--- src/rtl/uart_rx_axis.sv ---
// UART receiver (8N1-style, LSB first) with a single-entry valid/ready output buffer.
// Define UART_RX_SYNC_EN for a two-flop input synchronizer; otherwise the line is registered once.
module uart_rx_axis #(
  parameter int clk_rate = 100000000,
  parameter int Baud     = 115200,
  parameter int Word_len = 8
) (
  input  logic                clk,
  input  logic                rst_n,
  input  logic                Uart_rx,
  output logic [Word_len-1:0] rx_data,
  output logic                rx_data_valid,
  input  logic                rx_data_ready,
  output logic                rx_frame_err,
  output logic                rx_overrun
);

  localparam int Baud_div = clk_rate / Baud;
  localparam int Half_div = Baud_div / 2;
  localparam int CNT_W    = $clog2(Baud_div) + 1;
  localparam int BIT_W    = $clog2(Word_len + 1);

  localparam logic [CNT_W-1:0] HALF_LAST = CNT_W'(Half_div - 1);
  localparam logic [CNT_W-1:0] BAUD_LAST = CNT_W'(Baud_div - 1);
  localparam logic [BIT_W-1:0] BIT_LAST  = BIT_W'(Word_len - 1);

  typedef enum logic [1:0] {IDLE, START, DATA, STOP} state_e;

  state_e              state_q, state_d;
  logic [CNT_W-1:0]    baud_cnt_q, baud_cnt_d;
  logic [BIT_W-1:0]    bit_cnt_q, bit_cnt_d;
  logic [Word_len-1:0] shift_q, shift_d;
  logic [Word_len-1:0] data_q, data_d;
  logic                valid_q, valid_d;
  logic                frame_err_q, frame_err_d;
  logic                overrun_q, overrun_d;
  logic                commit_ok, commit_bad, consume;
  logic                rx_s;

  // Synchronizer flops reset to 1 so a reset never looks like a start bit.
`ifdef UART_RX_SYNC_EN
  logic rx_meta_q, rx_s_q;
  always_ff @(posedge clk or negedge rst_n) begin
    if (!rst_n) begin
      rx_meta_q <= 1'b1;
      rx_s_q    <= 1'b1;
    end else begin
      rx_meta_q <= Uart_rx;
      rx_s_q    <= rx_meta_q;
    end
  end
`else
  logic rx_s_q;
  always_ff @(posedge clk or negedge rst_n) begin
    if (!rst_n) rx_s_q <= 1'b1;
    else        rx_s_q <= Uart_rx;
  end
`endif
  assign rx_s = rx_s_q;

  always_comb begin
    // NOTE: every output gets a default first so no path leaves it unassigned (no latch).
    state_d    = state_q;
    baud_cnt_d = baud_cnt_q;
    bit_cnt_d  = bit_cnt_q;
    shift_d    = shift_q;
    commit_ok  = 1'b0;
    commit_bad = 1'b0;
    unique case (state_q)
      IDLE: begin
        baud_cnt_d = '0;
        bit_cnt_d  = '0;
        if (!rx_s) state_d = START;
      end
      START: begin
        if (baud_cnt_q == HALF_LAST) begin
          baud_cnt_d = '0;
          state_d    = rx_s ? IDLE : DATA;
        end else begin
          baud_cnt_d = baud_cnt_q + CNT_W'(1);
        end
      end
      DATA: begin
        if (baud_cnt_q == BAUD_LAST) begin
          baud_cnt_d = '0;
          shift_d    = {rx_s, shift_q[Word_len-1:1]};
          if (bit_cnt_q == BIT_LAST) begin
            bit_cnt_d = '0;
            state_d   = STOP;
          end else begin
            bit_cnt_d = bit_cnt_q + BIT_W'(1);
          end
        end else begin
          baud_cnt_d = baud_cnt_q + CNT_W'(1);
        end
      end
      STOP: begin
        // Leave at mid-stop-bit so the next start edge is never missed.
        if (baud_cnt_q == BAUD_LAST) begin
          baud_cnt_d = '0;
          state_d    = IDLE;
          commit_ok  = rx_s;
          commit_bad = !rx_s;
        end else begin
          baud_cnt_d = baud_cnt_q + CNT_W'(1);
        end
      end
      default: state_d = IDLE;
    endcase
  end

  always_comb begin
    consume     = valid_q && rx_data_ready;
    data_d      = data_q;
    valid_d     = valid_q;
    overrun_d   = 1'b0;
    frame_err_d = commit_bad;
    if (consume) valid_d = 1'b0;
    if (commit_ok) begin
      // A consume on the same edge frees the slot, so the new word loads without a bubble.
      if (!valid_q || consume) begin
        data_d  = shift_q;
        valid_d = 1'b1;
      end else begin
        overrun_d = 1'b1;
      end
    end
  end

  always_ff @(posedge clk or negedge rst_n) begin
    if (!rst_n) begin
      state_q     <= IDLE;
      baud_cnt_q  <= '0;
      bit_cnt_q   <= '0;
      shift_q     <= '0;
      data_q      <= '0;
      valid_q     <= 1'b0;
      frame_err_q <= 1'b0;
      overrun_q   <= 1'b0;
    end else begin
      // NOTE: non-blocking assignments so every flop samples pre-edge values.
      state_q     <= state_d;
      baud_cnt_q  <= baud_cnt_d;
      bit_cnt_q   <= bit_cnt_d;
      shift_q     <= shift_d;
      data_q      <= data_d;
      valid_q     <= valid_d;
      frame_err_q <= frame_err_d;
      overrun_q   <= overrun_d;
    end
  end

  assign rx_data       = data_q;
  assign rx_data_valid = valid_q;
  assign rx_frame_err  = frame_err_q;
  assign rx_overrun    = overrun_q;

endmodule
--- config.mk ---
export PLATFORM = sky130hd
export DESIGN_NAME = uart_rx_axis
export DESIGN_NICKNAME = d
export VERILOG_FILES = /design/src/rtl/uart_rx_axis.sv
export SDC_FILE = /design/constraint.sdc
export NUM_CORES = 1
export LEC_CHECK = 0
export CORE_ASPECT_RATIO = 1.5
export CORE_MARGIN = 2
export CORE_UTILIZATION = 45
export DETAILED_ROUTE_END_ITERATION = 8
export PLACE_DENSITY_LB_ADDON = 0.25
export SLEW_MARGIN = 20
export SYNTH_ARGS = -nofsm -noshare
export SYNTH_HDL_FRONTEND = slang
export SYNTH_SLANG_ARGS = --single-unit
--- constraint.sdc ---
create_clock -name clk -period 3.2 [get_ports clk]
set_input_delay 0.96 -clock clk [delete_from_list [all_inputs] [get_ports clk]]
set_output_delay 0.96 -clock clk [all_outputs]
set_load 0.005 [all_outputs]
# After elaboration in Yosys (flattened, before gate mapping)
# Cells that the tools add are included.
classes:
  n_addsub: 2
  n_eq_ne: 11
  muxes: 22
  n_reduce_logical: 11
ops:
  columns: ["operator", "count"]
  rows:
  - ["$pmux W11 S3", 1]
  - ["$mux W11", 2]
  - ["$mux W2", 6]
  - ["$add A11 B1 Y11 const B", 1]
  - ["$eq A11 B10 Y1 const B", 1]
  - ["$eq A11 B9 Y1 const B", 1]
  - ["$ne A2 B2 Y1 const B", 5]
  - ["$mux W1", 9]
  - ["$mux W4", 2]
  - ["$pmux W2 S4", 1]
  - ["$pmux W4 S2", 1]
  - ["$reduce_and A2 Y1", 3]
  - ["$reduce_and A5 Y1", 1]
  - ["$add A4 B1 Y4 const B", 1]
  - ["$eq A2 B2 Y1 const B", 2]
  - ["$eq A4 B3 Y1 const B", 1]
  - ["$eq A2 B1 Y1 const B", 1]
  - ["$logic_not A1 Y1", 2]
  - ["$logic_not A2 Y1", 1]
  - ["$reduce_bool A2 Y1", 1]
  - ["$reduce_or A2 Y1", 1]
  - ["$logic_and A1 B1 Y1", 1]
  - ["$logic_or A1 B1 Y1", 1]
totals:
  reg_bits: 37
  in_bits: 4
  elab_cells: 55

# Depth between registers and ports, before layout
logic_depth:
  word_depth: 4
  depth_mapped: 7
  depth_no_buf: 6

# Worst setup path before layout
# OpenSTA, ideal clock, no wires.
synth_path:
  kind: "register to register"
  start: "register baud_cnt_q[3]"
  end: "register data_q[0] (netlist: rx_data[0])"
  arrival_ns: 2.140
  required_time_ns: 3.075
  path_slack_ns: 0.935
  stages_incl_launch_ff: 7
  n_path_buf: 2
  period_less_slack_ns: 2.265
  path_cell_list: "dfrtp_1 > or3_4 > or3_1 > buf_6 > or3b_4 > buf_6 > mux2_4"
synth_between:
  elab_chain_cells: 4
synth_rtl:
  columns: ["item", "line_no", "rtl"]
  rows:
  - ["from (decl)", "30", "logic [CNT_W-1:0] baud_cnt_q, baud_cnt_d;"]
  - ["from (signal assigned)", "143", "baud_cnt_q <= baud_cnt_d;"]
  - ["$eq A11 B10 Y1", "99", "if (baud_cnt_q == BAUD_LAST) begin"]
  - ["$mux W1", "99", null]
  - ["$mux W1", "69", "unique case (state_q)"]
  - ["$reduce_and A2 Y1 (no source line)", null, null]
  - ["to (signal assigned)", "146", "data_q <= data_d;"]
  - ["to (decl)", "33", "logic [Word_len-1:0] data_q, data_d;"]
# No other way between the ends.
# A chain may end at the register's enable or synchronous reset.

# Worst setup path after layout
layout_path:
  start: "register baud_cnt_q[2]"
  end: "register data_q[5] (netlist: rx_data[5])"
# The elaborated chain is that of the path after synthesis.

==> run_results.csv <==
group,metric,value,unit
synth,syn-num-nets,148,
synth,synth_edf_count,0,
synth,ys_types,36,
timing,fmax,426.8,MHz
timing,final-setup-viol-count,0,
critical_path,cp_data_arrival_time,2510,ps
timing,final_period_util,0.7322,
synth,synth_warnings,0,
routing,drt_drc_violations_left,0,
power_and_ir_drop,irDropWorstVdd,0.3169,mV
die,std_cell_rows,27,
routing,drt-initial-drc-count,30,
clock_network,numCtsBuffers,5,
global_route,grt_antenna_before_repair,0,
clock_network,cts.sinks,37,
global_route,grt_start_max_net_pins,38,
critical_path,reg2reg_from,"baud_cnt_q[2]$_DFF_PN0_",
timing,hold_viol_final,0,
routing,routed_wirelength,2837,um
critical_path,highest_net_fanout_along_the_worst_path,8,
global_route,global_route_wire_length_before_repair,4747,um
timing,tightest_slew_margin_relative_to_the_limit,0.5670,
die,die_height,79.12,um
synth,ys_dominant_reg_cell,"sky130_fd_sc_hd__dfrtp_1",
clock_network,postCtsSetupRepairBufs,0,
timing,rsz0062_at_grt,"false",
clock_network,cts_tree,"built",
die,core_region_area,3649,um2
critical_path,path_class,"reg -> reg",
clock_network,clk_pin_slew,70,ps
timing,worst-slew-pin-transition,644.6,ps
routing,route.antenna.remaining_nets,0,
critical_path,worstSetupEndpointType,"flip-flop",
clock_network,h-tree-depth,2,
cells_and_area,final_layout_size_suffix_gt1_frac,0.2025,
global_route,track_usage,0.1542,
synth,async_flop_share,1.000,
global_route,use_met2,0.2598,
routing,drt-wirelength-per-cell,14.11,um
routing,dr_total_vias,1110,
synth,ys_seq_elements,37,
min_path,timing.hold.worst.start,"bit_cnt_q[3]$_DFFE_PN0P_",
place,post-dp-hpwl,2060,um
critical_path,setup.worst_path.start,"baud_cnt_q[2]$_DFF_PN0_",
die,fp.dieArea,4279,um2
synth,synth_cells,141,
timing,finalMaxSlewViolations,0,
cells_and_area,synthToLayoutAreaGrowth,15.00,%
clock_network,clock_latency,280,ps
cells_and_area,design.final.nets,165,
global_route,globalRouteOverflowTotal,0,
run,maxCapViolCount,0,
clock_network,clock_tree.root_cell,"sky130_fd_sc_hd__clkbuf_8",
cells_and_area,diodes,0,
global_route,grt_use_met3,0.04511,
routing,vias_per_cell,5.522,
outcome,status,"finished clean",
timing,hold-worst-slack,491.1,ps
timing,final.setup_skew,3.174,ps
die,floorplan.initialDensity,0.4640,
synth,synth_sequential_area_ratio,0.5477,
place,gp_congestion,0.7864,
place,portBuffers,14,
timing,min_cycle_time_layout,2343,ps
synth,synth_area_per_cell,12.01,um2
routing,drt_first_pass_iters,4,
clock_network,ctsResizeCount,0,
die,fp.dieW,54.08,um
synth,synth.cell_area,1693,um2
critical_path,critPathRequiredTime,3370,ps
clock_network,clock_tree.buffer_depth,2,
global_route,grt_pass1_vias,1102,
global_route,grt.met1_usage,0.1669,
timing,summed_negative_setup_slack_over_all_endpoints,0,ps
min_path,worst_hold_path_type,"reg -> reg",
power_and_ir_drop,power_density_normalized_to_cell_area,492.4,nW/um2
critical_path,critPathLaunchType,"flip-flop",
clock_network,postCtsHoldBufs,0,
die,boundaryPins,15,
power_and_ir_drop,p_leak,0.0008887,uW
global_route,grt.busiest_layer,"met2",
cells_and_area,num-fill-cells,349,
[layout by cell type (no fill, tap or decap), drive strengths merged]
cell type,netlist,final
or3,2,2
o21ai,1,1
a21oi,4,4
nand2b,3,3
nand4,3,3
nor2,14,14
o211ai,1,1
a221o,1,1
buf,3,2
nand3,5,5
a211o,1,1
and3b,1,1
xnor2,4,4
a31oi,4,4
o311a,1,1
nand4b,2,2
nand3b,2,2
or3b,2,2
ha,3,3
dfstp,1,1
clkbuf,3,7
nor3,6,6
nand2,7,7
and4,1,1
inv,5,5
dfrtp,36,36
xor2,5,5
nor3b,1,1
nor4,2,2
a31o,1,1
clkdlybuf4s50,0,14
mux2,16,16
[power by group]
part / internal (uW) / switching (uW)
sequential: 496 / 38.2
combinational: 50.1 / 57.3
clock: 171 / 147
[flip-flops by register name (all words and copies together), names as in the netlist, named ones only]
signal and count:
baud_cnt_q 11, rx_overrun 1, shift_q 8, rx_frame_err 1
rx_data_valid 1, bit_cnt_q 4, state_q 1, rx_data 8
rx_s 1
[cells in the mapped netlist, types with 4 or more instances]
cell type	instances	area (um2)
sky130_fd_sc_hd__dfrtp_1	36	900.9
sky130_fd_sc_hd__a21oi_1	4	20.02
sky130_fd_sc_hd__inv_1	5	18.77
sky130_fd_sc_hd__xor2_1	5	43.79
sky130_fd_sc_hd__a31oi_1	4	25.02
sky130_fd_sc_hd__nand2_1	7	26.28
sky130_fd_sc_hd__mux2_2	8	90.09
sky130_fd_sc_hd__nand3_1	5	25.02
sky130_fd_sc_hd__mux2_4	8	120.1
sky130_fd_sc_hd__xnor2_1	4	35.03
sky130_fd_sc_hd__nor3_1	6	30.03
sky130_fd_sc_hd__nor2_1	13	48.80
[metal layers]
metal	wire length, um	vias up
met5	0	-
met4	68	0
met3	129	6
met2	1473	35
met1	1166	540
li1	-	529
[path summary, 6_finish.rpt]
check | endpoint | slack, ps | cells after the start
max | rx_data[5]$_DFFE_PN0P_ | 860 | 4
min | bit_cnt_q[3]$_DFFE_PN0P_ | 490 | 1
max reg2reg | rx_data[5]$_DFFE_PN0P_ | 860 | 4
min reg2reg | bit_cnt_q[3]$_DFFE_PN0P_ | 490 | 1
max in group asynchronous | rx_s$_DFF_PN1_ | 1760 | 2
min in group asynchronous | rx_data[7]$_DFFE_PN0P_ | 1090 | 2
[metrics by stage]
| stage | utilization | cells | worst slack, ps | power, uW | area [um2] |
|---|---|---|---|---|---|
| floorplan | - | 141 | 934.5 | 613.5 | 1693 |
| global placement | 0.5099 | 194 | 745.7 | 644.9 | 1861 |
| detailed placement | 0.5099 | 194 | 699.0 | 654.3 | 1861 |
| CTS | 0.5336 | 201 | 843.0 | 979.4 | 1947 |
| global route | 0.5336 | 201 | 790.0 | 1021 | 1947 |
| finish | 0.5336 | 201 | 857.0 | 958.6 | 1947 |
[cells by family (layout without fill, tap and decap cells)]
group / after synthesis / after routing / share of synthesized area
adders and majority gates: 3 / 3 / 0.02218
AOI/OAI and AO/OA: 14 / 14 / 0.05691
buffers and inverters: 11 / 28 / 0.03548
muxes: 16 / 16 / 0.1242
xor gates and xnor gates: 9 / 9 / 0.04656
and+or+nand+nor: 51 / 51 / 0.1670
DFF: 37 / 37 / 0.5477
[layout make-up]
cell class                 instances  area [um2]  area share
sequential                        37       927.1      0.4762
multi-input combinational         93       705.7      0.3625
tap                               43       53.80     0.02763
timing repair buffer              16       155.1     0.07969
inverter                           5       18.77    0.009640
clock buffer                       7       86.33     0.04434
[critical path, stage by stage, from the launching register on]
cell	delay (ps)
sky130_fd_sc_hd__dfrtp_1	450
sky130_fd_sc_hd__or3_4	420
sky130_fd_sc_hd__or3_1	510
sky130_fd_sc_hd__or3b_4	530
sky130_fd_sc_hd__mux2_4	320
(Power assumes the default switching activity.)
